**src/rtl/fsm_lock_pkg.sv**
```systemverilog
// Shared definitions for the locked serial adder.
//   lock_state_t : operating modes of the key-match FSM
//   LFSR_TAPS    : feedback mask for the right-shifting Fibonacci LFSR
//                  implementing x^8+x^6+x^5+x^4+1 (bit positions 0,2,3,4)
//   key_sym()    : extracts 2-bit key symbol i from a packed key (symbol 0 in bits [1:0])
package fsm_lock_pkg;

  typedef enum logic [1:0] {
    LOCKED,
    UNLOCKED,
    DEAD
  } lock_state_t;

  localparam logic [7:0] LFSR_TAPS = 8'h1D;

  // Packed keys are zero-extended to 64 bits, which allows up to 32 symbols.
  function automatic logic [1:0] key_sym(input logic [63:0] key, input int unsigned i);
    return key[2*i +: 2];
  endfunction

endpackage

```
**src/rtl/lock_lfsr8.sv**
```systemverilog
// 8-bit Fibonacci LFSR providing locked-mode output noise.
//   clk       : rising-edge clock
//   rst_n     : asynchronous active-low reset, loads SEED
//   step_en   : advance the register one step on this edge
//   noise_bit : current LSB of the register
// The register shifts right; the feedback bit enters at bit 7.
import fsm_lock_pkg::*;

module lock_lfsr8 #(
  parameter logic [7:0] SEED = 8'hA5
) (
  input  logic clk,
  input  logic rst_n,
  input  logic step_en,
  output logic noise_bit
);

  logic [7:0] lfsr_q;

  always_ff @(posedge clk or negedge rst_n) begin
    if (!rst_n) begin
      lfsr_q <= SEED;
    end else if (step_en) begin
      lfsr_q <= {^(lfsr_q & LFSR_TAPS), lfsr_q[7:1]};
    end
  end

  assign noise_bit = lfsr_q[0];

endmodule

```
**src/rtl/fsm_unlock_serial_adder.sv**
```systemverilog
// Locked 2-bit serial adder with word overflow detection.
// After reset the block is LOCKED and emits LFSR noise on outp. Presenting the
// KEY_LEN symbols of KEY on {line2,line1}, symbol 0 first, unlocks it; from then
// on it adds line1 and line2 as unsigned words, LSB first, WORD_W bits per word,
// and pulses overflw with the carry-out of each word's last bit.
//   clock   : rising-edge clock
//   reset   : asynchronous active-low reset
//   line1   : operand A bit / key symbol bit 0
//   line2   : operand B bit / key symbol bit 1
//   outp    : registered sum bit (unlocked) or noise (locked/dead)
//   overflw : registered word carry-out pulse; 0 unless unlocked
// Build option FSM_LOCKOUT_EN: MAX_FAILS mismatches after a partial key match
// send the block to DEAD, which only reset leaves.
import fsm_lock_pkg::*;

module fsm_unlock_serial_adder #(
  parameter int unsigned          KEY_LEN   = 8,
  parameter logic [2*KEY_LEN-1:0] KEY       = 16'h9C6B,
  parameter int unsigned          WORD_W    = 8,
  parameter logic [7:0]           LFSR_SEED = 8'hA5,
  parameter int unsigned          MAX_FAILS = 3
) (
  input  logic clock,
  input  logic reset,
  input  logic line1,
  input  logic line2,
  output logic outp,
  output logic overflw
);

  localparam int unsigned KIW      = (KEY_LEN > 2) ? $clog2(KEY_LEN) : 1;
  localparam int unsigned BCW      = (WORD_W > 2) ? $clog2(WORD_W) : 1;
  localparam logic [63:0] KEY64    = 64'(KEY);
  localparam logic [1:0]  KEY_SYM0 = key_sym(KEY64, 0);
  localparam logic [KIW-1:0] KEY_LAST = KIW'(KEY_LEN - 1);
  localparam logic [BCW-1:0] BIT_LAST = BCW'(WORD_W - 1);

  // The fail counter is two bits wide, so a threshold outside 1..3 is unusable.
  if (MAX_FAILS < 1 || MAX_FAILS > 3) begin : g_max_fails_out_of_range
  end

  lock_state_t    state_q, state_d;
  logic [KIW-1:0] key_idx_q, key_idx_d;
  logic [BCW-1:0] bit_cnt_q, bit_cnt_d;
  logic           carry_q, carry_d;
  logic           outp_d, overflw_d;
  logic [1:0]     sym;
  logic [1:0]     sum;
  logic           noise_bit;
  logic           lfsr_step;
`ifdef FSM_LOCKOUT_EN
  logic [1:0]     fail_q, fail_d;
`endif

  assign sym = {line2, line1};
  assign sum = {1'b0, line1} + {1'b0, line2} + {1'b0, carry_q};

  // The LFSR advances on every edge outside UNLOCKED, including the edge
  // that accepts the final key symbol.
  assign lfsr_step = (state_q != UNLOCKED);

  lock_lfsr8 #(
    .SEED(LFSR_SEED)
  ) u_lfsr (
    .clk      (clock),
    .rst_n    (reset),
    .step_en  (lfsr_step),
    .noise_bit(noise_bit)
  );

  always_ff @(posedge clock or negedge reset) begin
    if (!reset) begin
      state_q   <= LOCKED;
      key_idx_q <= '0;
      bit_cnt_q <= '0;
      carry_q   <= 1'b0;
      outp      <= 1'b0;
      overflw   <= 1'b0;
`ifdef FSM_LOCKOUT_EN
      fail_q    <= '0;
`endif
    end else begin
      state_q   <= state_d;
      key_idx_q <= key_idx_d;
      bit_cnt_q <= bit_cnt_d;
      carry_q   <= carry_d;
      outp      <= outp_d;
      overflw   <= overflw_d;
`ifdef FSM_LOCKOUT_EN
      fail_q    <= fail_d;
`endif
    end
  end

  always_comb begin
    state_d   = state_q;
    key_idx_d = key_idx_q;
    bit_cnt_d = bit_cnt_q;
    carry_d   = carry_q;
    outp_d    = noise_bit;
    overflw_d = 1'b0;
`ifdef FSM_LOCKOUT_EN
    fail_d    = fail_q;
`endif

    unique case (state_q)
      LOCKED: begin
        if (sym == key_sym(KEY64, 32'(key_idx_q))) begin
          if (key_idx_q == KEY_LAST) begin
            state_d   = UNLOCKED;
            key_idx_d = '0;
            carry_d   = 1'b0;
            bit_cnt_d = '0;
`ifdef FSM_LOCKOUT_EN
            fail_d    = '0;
`endif
          end else begin
            key_idx_d = key_idx_q + 1'b1;
          end
        end else begin
          // Only a restart on symbol 0 is recognised; longer prefix overlaps are not.
          key_idx_d = (sym == KEY_SYM0) ? KIW'(1) : '0;
`ifdef FSM_LOCKOUT_EN
          if (key_idx_q != '0) begin
            fail_d = fail_q + 1'b1;
            if (fail_q == 2'(MAX_FAILS - 1)) begin
              state_d = DEAD;
            end
          end
`endif
        end
      end

      UNLOCKED: begin
        outp_d = sum[0];
        if (bit_cnt_q == BIT_LAST) begin
          overflw_d = sum[1];
          carry_d   = 1'b0;
          bit_cnt_d = '0;
        end else begin
          carry_d   = sum[1];
          bit_cnt_d = bit_cnt_q + 1'b1;
        end
      end

      DEAD: begin
      end

      default: begin
        state_d = LOCKED;
      end
    endcase
  end

endmodule
```
**config.mk**
```make
export PLATFORM = sky130hd
export DESIGN_NAME = fsm_unlock_serial_adder
export DESIGN_NICKNAME = d
export VERILOG_FILES = /design/src/rtl/fsm_lock_pkg.sv /design/src/rtl/lock_lfsr8.sv /design/src/rtl/fsm_unlock_serial_adder.sv
export SDC_FILE = /design/constraint.sdc
export NUM_CORES = 1
export LEC_CHECK = 0
export CELL_PAD_IN_SITES_DETAIL_PLACEMENT = 1
export CELL_PAD_IN_SITES_GLOBAL_PLACEMENT = 1
export CORE_MARGIN = 1.5
export CORE_UTILIZATION = 45
export CTS_BUF_LIST = sky130_fd_sc_hd__clkbuf_4 sky130_fd_sc_hd__clkbuf_8 sky130_fd_sc_hd__clkbuf_16
export CTS_CLUSTER_SIZE = 40
export DETAILED_ROUTE_END_ITERATION = 10
export PLACE_DENSITY_LB_ADDON = 0.1
export SYNTH_ARGS = -nofsm -noshare
export SYNTH_HDL_FRONTEND = slang
export SYNTH_SLANG_ARGS = --single-unit
```
**constraint.sdc**
```tcl
create_clock -name clock -period 2.2 [get_ports clock]
set_input_delay 0.33 -clock clock [delete_from_list [all_inputs] [get_ports clock]]
set_output_delay 0.33 -clock clock [all_outputs]
set_load 0.02 [all_outputs]
```
# After elaboration in Yosys (flattened, before gate mapping)
# Cells that the tools add are included.
[classes]
addsub = 4
n_eq_ne = 9
shifts = 1
muxes = 17
n_bitwise = 1
n_reduce_logical = 6
[ops]
columns = ["cell", "count"]
rows = [
  ["$shiftx A64 B5 Y2 const A", 1],
  ["$mux W3", 5],
  ["$reduce_xor A8 Y1", 1],
  ["$mux W1", 7],
  ["$add A3 B1 Y3 const B", 2],
  ["$eq A3 B3 Y1 const B", 2],
  ["$pmux W3 S2", 1],
  ["$reduce_and A3 Y1", 2],
  ["$eq A2 B2 Y1 const B", 2],
  ["$mux W2", 2],
  ["$ne A2 B2 Y1 const B", 2],
  ["$pmux W2 S2", 1],
  ["$add A1 B1 Y2", 1],
  ["$add A2 B1 Y2", 1],
  ["$eq A2 B1 Y1 const B", 1],
  ["$eq A2 B2 Y1", 1],
  ["$logic_not A2 Y1", 1],
  ["$ne A2 B1 Y1 const B", 1],
  ["$pmux W1 S2", 1],
  ["$reduce_bool A2 Y1", 1],
  ["$reduce_or A2 Y1", 1],
  ["$not A1 Y1", 1],
]
[totals]
ff_bits = 19
word_cells = 45

# Depth between registers and ports, before layout
# Gate-level depths: netlist of run 1.
[depth]
ltp_word = 4
depth_mapped = 5
ltp_nobuf = 5

# Modules after synthesis
# Synthesis of run 1 repeated with hierarchy kept, for this count alone.
[unflattened]
hier_cells = 70
hier_area_um2 = 852.1
[by_module_without_submodules]
columns = ["module", "n_inst", "cells_each", "area_each_um2", "seq_area_each_um2"]
rows = [
  ["fsm_unlock_serial_adder", 1, 49, 528.0, 250.2],
  ["lock_lfsr8", 1, 21, 324.1, 205.2],
]

# Worst setup path before layout of run 1
# OpenSTA, ideal clock, no wires.
[synth_timing]
path_kind = "flip-flop to flip-flop"
from = "register key_idx_q[0]"
to = "register key_idx_q[0]"
arrival_ns = 1.773
required_time_ns = 2.096
slack_ns = 0.323
path_stages_with_launch = 5
path_buffers = 0
period_less_slack_ns = 1.877
cell_sequence = "dfrtp_1 > ha_1 > xor2_1 > mux4_2 > o41ai_2"
[synth_via]
elab_chain_cells = 3
[synth_rtl]
columns = ["item", "line", "rtl"]
rows = [
  ["start, declared", "fsm_unlock_serial_adder.sv:43", "logic [KIW-1:0] key_idx_q, key_idx_d;"],
  ["start signal, assigned", "fsm_unlock_serial_adder.sv:84", "key_idx_q <= key_idx_d;"],
  ["$shiftx A64 B5 Y2, or another cell as far along", "fsm_lock_pkg.sv:18", "return key[2*i +: 2];"],
  ["$eq A2 B2 Y1 / $mux W3 (equally long branches)", "fsm_unlock_serial_adder.sv:108, fsm_unlock_serial_adder.sv:109", ""],
  ["$mux W3 (*)", "fsm_unlock_serial_adder.sv:108", "if (sym == key_sym(KEY64, 32'(key_idx_q))) begin"],
]
# Every way passes the cells marked *; elsewhere a longest branch is shown, timed or not.
# A chain may end at the register's enable or synchronous reset.

# Worst setup path in the final report of run 1
# Same ends and word-level chain as after synthesis.

==> results_dict.tcl, run 1 <==
set metrics [dict create \
    cp.required_ns 2.39 \
    post_cts_buffers 0 \
    ys_types 28 \
    peakVddDrop_v 0.0003705 \
    yosysSeqAreaShare_pct 48.66 \
    port_buffers 5 \
    tns_ns 0 \
    die_area_um2 2362 \
    synth_nets 92 \
    post_cts_resized 0 \
    fin_ws_ns 0.1408 \
    grt.overflow.total 0 \
    path_delay_family "multiplexers" \
    layout-drive-gt1-share_pct 23.08 \
    cts_tree "built" \
    path_clk_slew_ns 0.10 \
    finalHoldViolCount 0 \
    max_freq_mhz 485.6 \
    core_um2 1962 \
    maxCapViolations 0 \
    crit_arrival_ns 2.25 \
    stdcell_area_um2 1059 \
    synth_top_family_by_area "simple AND/OR/NAND/NOR gates" \
    worst_slew_pin_slew_ns 0.8632 \
    yosys.area_share.simple_pct 14.44 \
    routed_via_density 5.288 \
    cp-end-kind "flip-flop" \
    initial_core_util_pct 47.70 \
    gr-usage-all-layers_pct 17.18 \
    path_class "flip-flop to flip-flop" \
    clock-sinks 18 \
    hp-class "input pin to async pin" \
    ys_ff_latch 18 \
    powerDensity_nw_per_um2 827.1 \
    nNetsFinal 101 \
    status "finished, final reports clean" \
    htreeDepth 1 \
    fillCellCount 236 \
    wl_per_cell_um 14.00 \
    wl_um 1652 \
    placedInstanceArea_um2 1022 \
    synthMuxAreaShare_pct 11.90 \
    slew_violations 0 \
    finalSetupViolCount 0 \
    area.growth.synth_to_final_pct 13.10 \
    slowest_delay_ns 0.59 \
    multiInputGateArea_um2 445.4 \
    layout_min_cycle_time_ns 2.059 \
    synth-adder-area-share_pct 7.487 \
    start_kind "flip-flop" \
    clockRootBuffer "clkbuf_4" \
    numCtsBuffers 3 \
    pre_cts_ws_ns 0.1446 \
    antenna_cells 0 \
    antenna_found_initial 0 \
    syn_inst 83 \
    yosysWarningCount 0 \
    r2r_setup_slack_ns 0.14 \
    p_leak_uw 0.0004829 \
    place_congestion 0.7118 \
    top_level_ports 6 \
    hpwl_um 1266 \
    relSlewSlack_pct 42.45 \
    insertion_delay_ns 0.29 \
    ant_nets 0 \
    fin_skew_ns 0.002683 \
    rsz0062_at_grt "no" \
    firstDrtPassIters 3 \
    clock_path_buffers 2 \
    die_h_um 48.61 \
    grt_max_degree 28 \
    drc 0 \
    grt_pass1_vias 655 \
    die_x_um 48.61 \
    worst-path-buf-inv 0 \
    vias 624 \
    ff_latch_area_um2 455.4 \
    critical-path-slowest-cell "mux4_2" \
    fin_crit_sh_pct 93.60 \
    path_max_fanout 7 \
    grt_pass1_wl_um 3008 \
    p_total_uw 875.5 \
    drt-initial-drc-count 3 \
    crit_chain "ha_1 -> xor2_1 -> mux4_2 -> o41ai_2" \
    hold_buffers 0 \
    syn-cell-area_um2 935.9 \
    rows 16 \
    synth_compound_area_share_pct 8.155 \
    syn_area_per_cell_um2 11.28 \
    synthXorXnorAreaFrac_pct 5.615 \
]
stage by stage:
| step | util [%] | hold WS [ns] | instances |
|---|---|---|---|
| floorplan | - | 0.03441 | 83 |
| global placement | 52.10 | 0.4797 | 114 |
| detailed placement | 52.10 | 0.4903 | 114 |
| CTS | 53.95 | 0.3457 | 118 |
| global route | 53.95 | 0.3436 | 118 |
| finish | 53.95 | 0.3504 | 118 |
flip-flops by register name, indices dropped and copies added, names as in the netlist:
register,flops
state_q,1
u_lfsr.lfsr_q,8
overflw,1
carry_q,1
key_idx_q,3
outp,1
bit_cnt_q,3
power breakdown:
part	switching (µW)	internal [µW]
Sequential	51.2	378
Combinational	120	124
Clock	101	101
Yosys cell counts:
cell / instances / area, µm²
and3_2: 1 / 7.510
and4b_2: 1 / 11.26
buf_1: 2 / 7.510
buf_2: 1 / 5.000
dfrtp_1: 14 / 350.3
dfstp_2: 4 / 105.1
fa_1: 1 / 20.02
ha_1: 4 / 50.05
inv_1: 6 / 22.52
mux2_2: 7 / 78.83
mux2i_1: 1 / 10.01
mux4_2: 1 / 22.52
nand2_1: 12 / 45.04
nand2b_1: 3 / 18.77
nand3b_1: 1 / 7.510
nor2_1: 4 / 15.01
nor3_1: 2 / 10.01
o21ai_0: 1 / 5.000
o21ai_1: 2 / 10.01
o31ai_1: 1 / 7.510
o41a_1: 1 / 11.26
o41ai_1: 3 / 26.28
o41ai_2: 1 / 16.27
or2_0: 1 / 6.260
or2b_1: 1 / 7.510
or3_1: 1 / 6.260
xnor2_1: 3 / 26.28
xor2_1: 3 / 26.28
logic make-up (layout without fill, tap and decap cells):
group,count (synthesis),after routing
AOI/OAI and AO/OA,9,9
xor gates and xnor gates,6,6
adders and majority gates,5,5
buffers and inverters,9,17
DFF,18,18
muxes,9,9
and+or+nand+nor,27,27
final cells by class:
type                            count  area share [%]
Sequential cell                    18           43.03
Multi-Input combinational cell     56           42.08
Timing Repair Buffer                7           6.147
Clock buffer                        4           3.428
Tap cell                           27           3.191
Inverter                            6           2.128
placed cells by master, fill, tap and decap left out, drive strengths merged:
master / synthesis / layout
and3: 1 / 1
and4b: 1 / 1
buf: 3 / 2
clkbuf: 0 / 4
clkdlybuf4s50: 0 / 5
dfrtp: 14 / 14
dfstp: 4 / 4
fa: 1 / 1
ha: 4 / 4
inv: 6 / 6
mux2: 7 / 7
mux2i: 1 / 1
mux4: 1 / 1
nand2: 12 / 12
nand2b: 3 / 3
nand3b: 1 / 1
nor2: 4 / 4
nor3: 2 / 2
o21ai: 3 / 3
o31ai: 1 / 1
o41a: 1 / 1
o41ai: 4 / 4
or2: 1 / 1
or2b: 1 / 1
or3: 1 / 1
xnor2: 3 / 3
xor2: 3 / 3
final timing paths:
kind                                              startpoint                            to  cells after the start
worst max-delay path                key_idx_q[0]$_DFFE_PN0N_      key_idx_q[0]$_DFFE_PN0N_                      4
worst min-delay path                                   reset  u_lfsr.lfsr_q[6]$_DFFE_PN0N_                      2
worst max register to register      key_idx_q[0]$_DFFE_PN0N_      key_idx_q[0]$_DFFE_PN0N_                      4
worst min register to register  u_lfsr.lfsr_q[7]$_DFFE_PN1N_  u_lfsr.lfsr_q[7]$_DFFE_PN1N_                      2
max in group asynchronous                              reset  u_lfsr.lfsr_q[2]$_DFFE_PN1N_                      2
min in group clock              u_lfsr.lfsr_q[7]$_DFFE_PN1N_  u_lfsr.lfsr_q[7]$_DFFE_PN1N_                      2
metal layers:
metal  wire (µm)  share of wire (%)  global-route usage, %
met4          23                1.4                  7.143
met5           0                  0                      0
met1         772                 47                  21.46
met3          53                3.2                  4.938
met2         802                 49                  27.85
No activity file was read; power rests on OpenSTA's default activity.
==> run 2, diff against run 1 <==
--- a/config.mk
+++ b/config.mk
@@ -7,7 +7,6 @@
 export LEC_CHECK = 0
 export CELL_PAD_IN_SITES_DETAIL_PLACEMENT = 1
 export CELL_PAD_IN_SITES_GLOBAL_PLACEMENT = 1
-export CORE_MARGIN = 1.5
 export CORE_UTILIZATION = 45
 export CTS_BUF_LIST = sky130_fd_sc_hd__clkbuf_4 sky130_fd_sc_hd__clkbuf_8 sky130_fd_sc_hd__clkbuf_16
 export CTS_CLUSTER_SIZE = 40
==> run 2 against run 1 <==
Compared with the run above:
- global-route usage grew 0.78 points
- clock power is essentially flat
- routed wire length grew 2.6%
- clock skew grew 0.0041 ns
- critical path depth is the same
- combinational power grew 11%
- largest cell class unchanged
- die area shrank 4.1%
- setup slack gained 0.087 ns
- critical path type unchanged
- sequential share of layout area shrank 0.30 points
- non-clock buffer count grew 1
==> results_dict.tcl, run 2 (synthesis gave the netlist of run 1 again) <==
set metrics [dict create \
    finalHoldViolCount 0 \
    post_cts_buffers 0 \
    fin_crit_sh_pct 89.65 \
    firstDrtPassIters 3 \
    hpwl_um 1257 \
    drc 0 \
    cp.required_ns 2.40 \
    grt_max_degree 28 \
    ant_nets 0 \
    finalSetupViolCount 0 \
    powerDensity_nw_per_um2 839.6 \
    tns_ns 0 \
    antenna_found_initial 0 \
    post-place-cells 115 \
    reg_top3 "u_lfsr.lfsr_q (8), bit_cnt_q (3), key_idx_q (3)" \
    path_clk_slew_ns 0.10 \
    instances_no_fill 119 \
    hp-class "input pin to async pin" \
    rsz0062_at_grt "no" \
    top_level_ports 6 \
    die_area_um2 2266 \
    initial_core_util_pct 47.70 \
    grt.overflow.total 0 \
    die_h_um 47.61 \
    port_buffers 5 \
    layout-drive-gt1-share_pct 23.91 \
    wl_um 1695 \
    clock_path_buffers 2 \
    crit_arrival_ns 2.18 \
    max_freq_mhz 507.0 \
    cts_tree "built" \
    path_max_fanout 4 \
    drt-initial-drc-count 2 \
    place_congestion 0.6447 \
    pre_cts_ws_ns 0.1207 \
    gr-usage-all-layers_pct 17.96 \
    p_leak_uw 0.0004881 \
    routed_via_density 5.210 \
    clockRootBuffer "clkbuf_4" \
    slew_violations 0 \
    rows 16 \
    post_cts_resized 0 \
    layout_min_cycle_time_ns 1.972 \
    fin_skew_ns 0.006773 \
    clock-sinks 18 \
    peakVddDrop_v 0.0004085 \
    nNetsFinal 102 \
    maxCapViolations 0 \
    vias 620 \
    grt_pass1_vias 608 \
    area.growth.synth_to_final_pct 13.90 \
    die_x_um 47.61 \
    relSlewSlack_pct 42.18 \
    insertion_delay_ns 0.30 \
    path_class "flip-flop to flip-flop" \
    cp-end-kind "flip-flop" \
    p_total_uw 895.0 \
    largest_reg_flops 8 \
    worst_slew_pin_slew_ns 0.8673 \
    hold_buffers 0 \
    grt_pass1_wl_um 2670 \
    largest_register "u_lfsr.lfsr_q" \
    core_um2 1962 \
    numCtsBuffers 3 \
    status "finished, final reports clean" \
    wl_per_cell_um 14.24 \
    antenna_cells 0 \
    htreeDepth 1 \
    start_kind "flip-flop" \
    final_common_cell "dfrtp_1" \
    final_cell_mix "14 x dfrtp_1, 12 x nand2_1, 7 x mux2_2" \
    fin_ws_ns 0.2278 \
]
==> run 2: cell count changes in the layout (fill, tap and decap cells not counted) <==
cell	before	now
buf_4	2	3
==> run 2: metal layers <==
metal / GRT usage (%) / part of all wire (%) / vias up
li1: - / - / 302
met1: 22.46 / 48 / 302
met2: 28.22 / 47 / 9
met3: 4.528 / 2.5 / 7
met4: 10.56 / 3.0 / 0
met5: 0 / 0 / -
==> run 2: path summary, 6_finish.rpt <==
path                                               from                           end  slack [ns]  depth (start not counted)
hold reg to reg            u_lfsr.lfsr_q[7]$_DFFE_PN1N_  u_lfsr.lfsr_q[7]$_DFFE_PN1N_        0.50                          2
max in group asynchronous                         reset  u_lfsr.lfsr_q[2]$_DFFE_PN1N_        1.59                          2
hold / removal                                    reset                outp$_DFF_PN0_        0.35                          2
min in group clock         u_lfsr.lfsr_q[7]$_DFFE_PN1N_  u_lfsr.lfsr_q[7]$_DFFE_PN1N_        0.50                          2
setup reg to reg               key_idx_q[1]$_DFFE_PN0N_      key_idx_q[0]$_DFFE_PN0N_        0.23                          4
setup / recovery               key_idx_q[1]$_DFFE_PN0N_      key_idx_q[0]$_DFFE_PN0N_        0.23                          4
==> run 2: metrics by stage <==
step                      hold slack, ns  util (%)  cell area, µm²
after floorplan                  0.03441         -           935.9
after CTS                         0.3699     54.34            1066
final                             0.3537     54.34            1066
after global placement            0.4738     52.49            1030
after global routing              0.3755     54.34            1066
after detailed placement          0.4871     52.49            1030
==> run 2: report_power, final <==
part | internal, µW | leakage, µW | switching (µW)
Sequential | 378 | 0.000226 | 41.5
Clock | 101 | 0.0000210 | 103
Combinational | 134 | 0.000241 | 137
Total | 613 | 0.000488 | 282
==> run 2: worst max-delay path: stages (launching register included) <==
cell     delay (ns)
dfrtp_1        0.42
ha_1           0.37
xor2_1         0.29
mux4_2         0.60
o41ai_2        0.21
==> run 2: layout make-up <==
cell class / count / area, µm²
clock buffer: 4 / 36.28
fill: 229 / 895.9
inverter: 6 / 22.52
multi-input combinational: 56 / 445.4
sequential: 18 / 455.4
tap: 27 / 33.78
timing repair buffer: 8 / 72.57
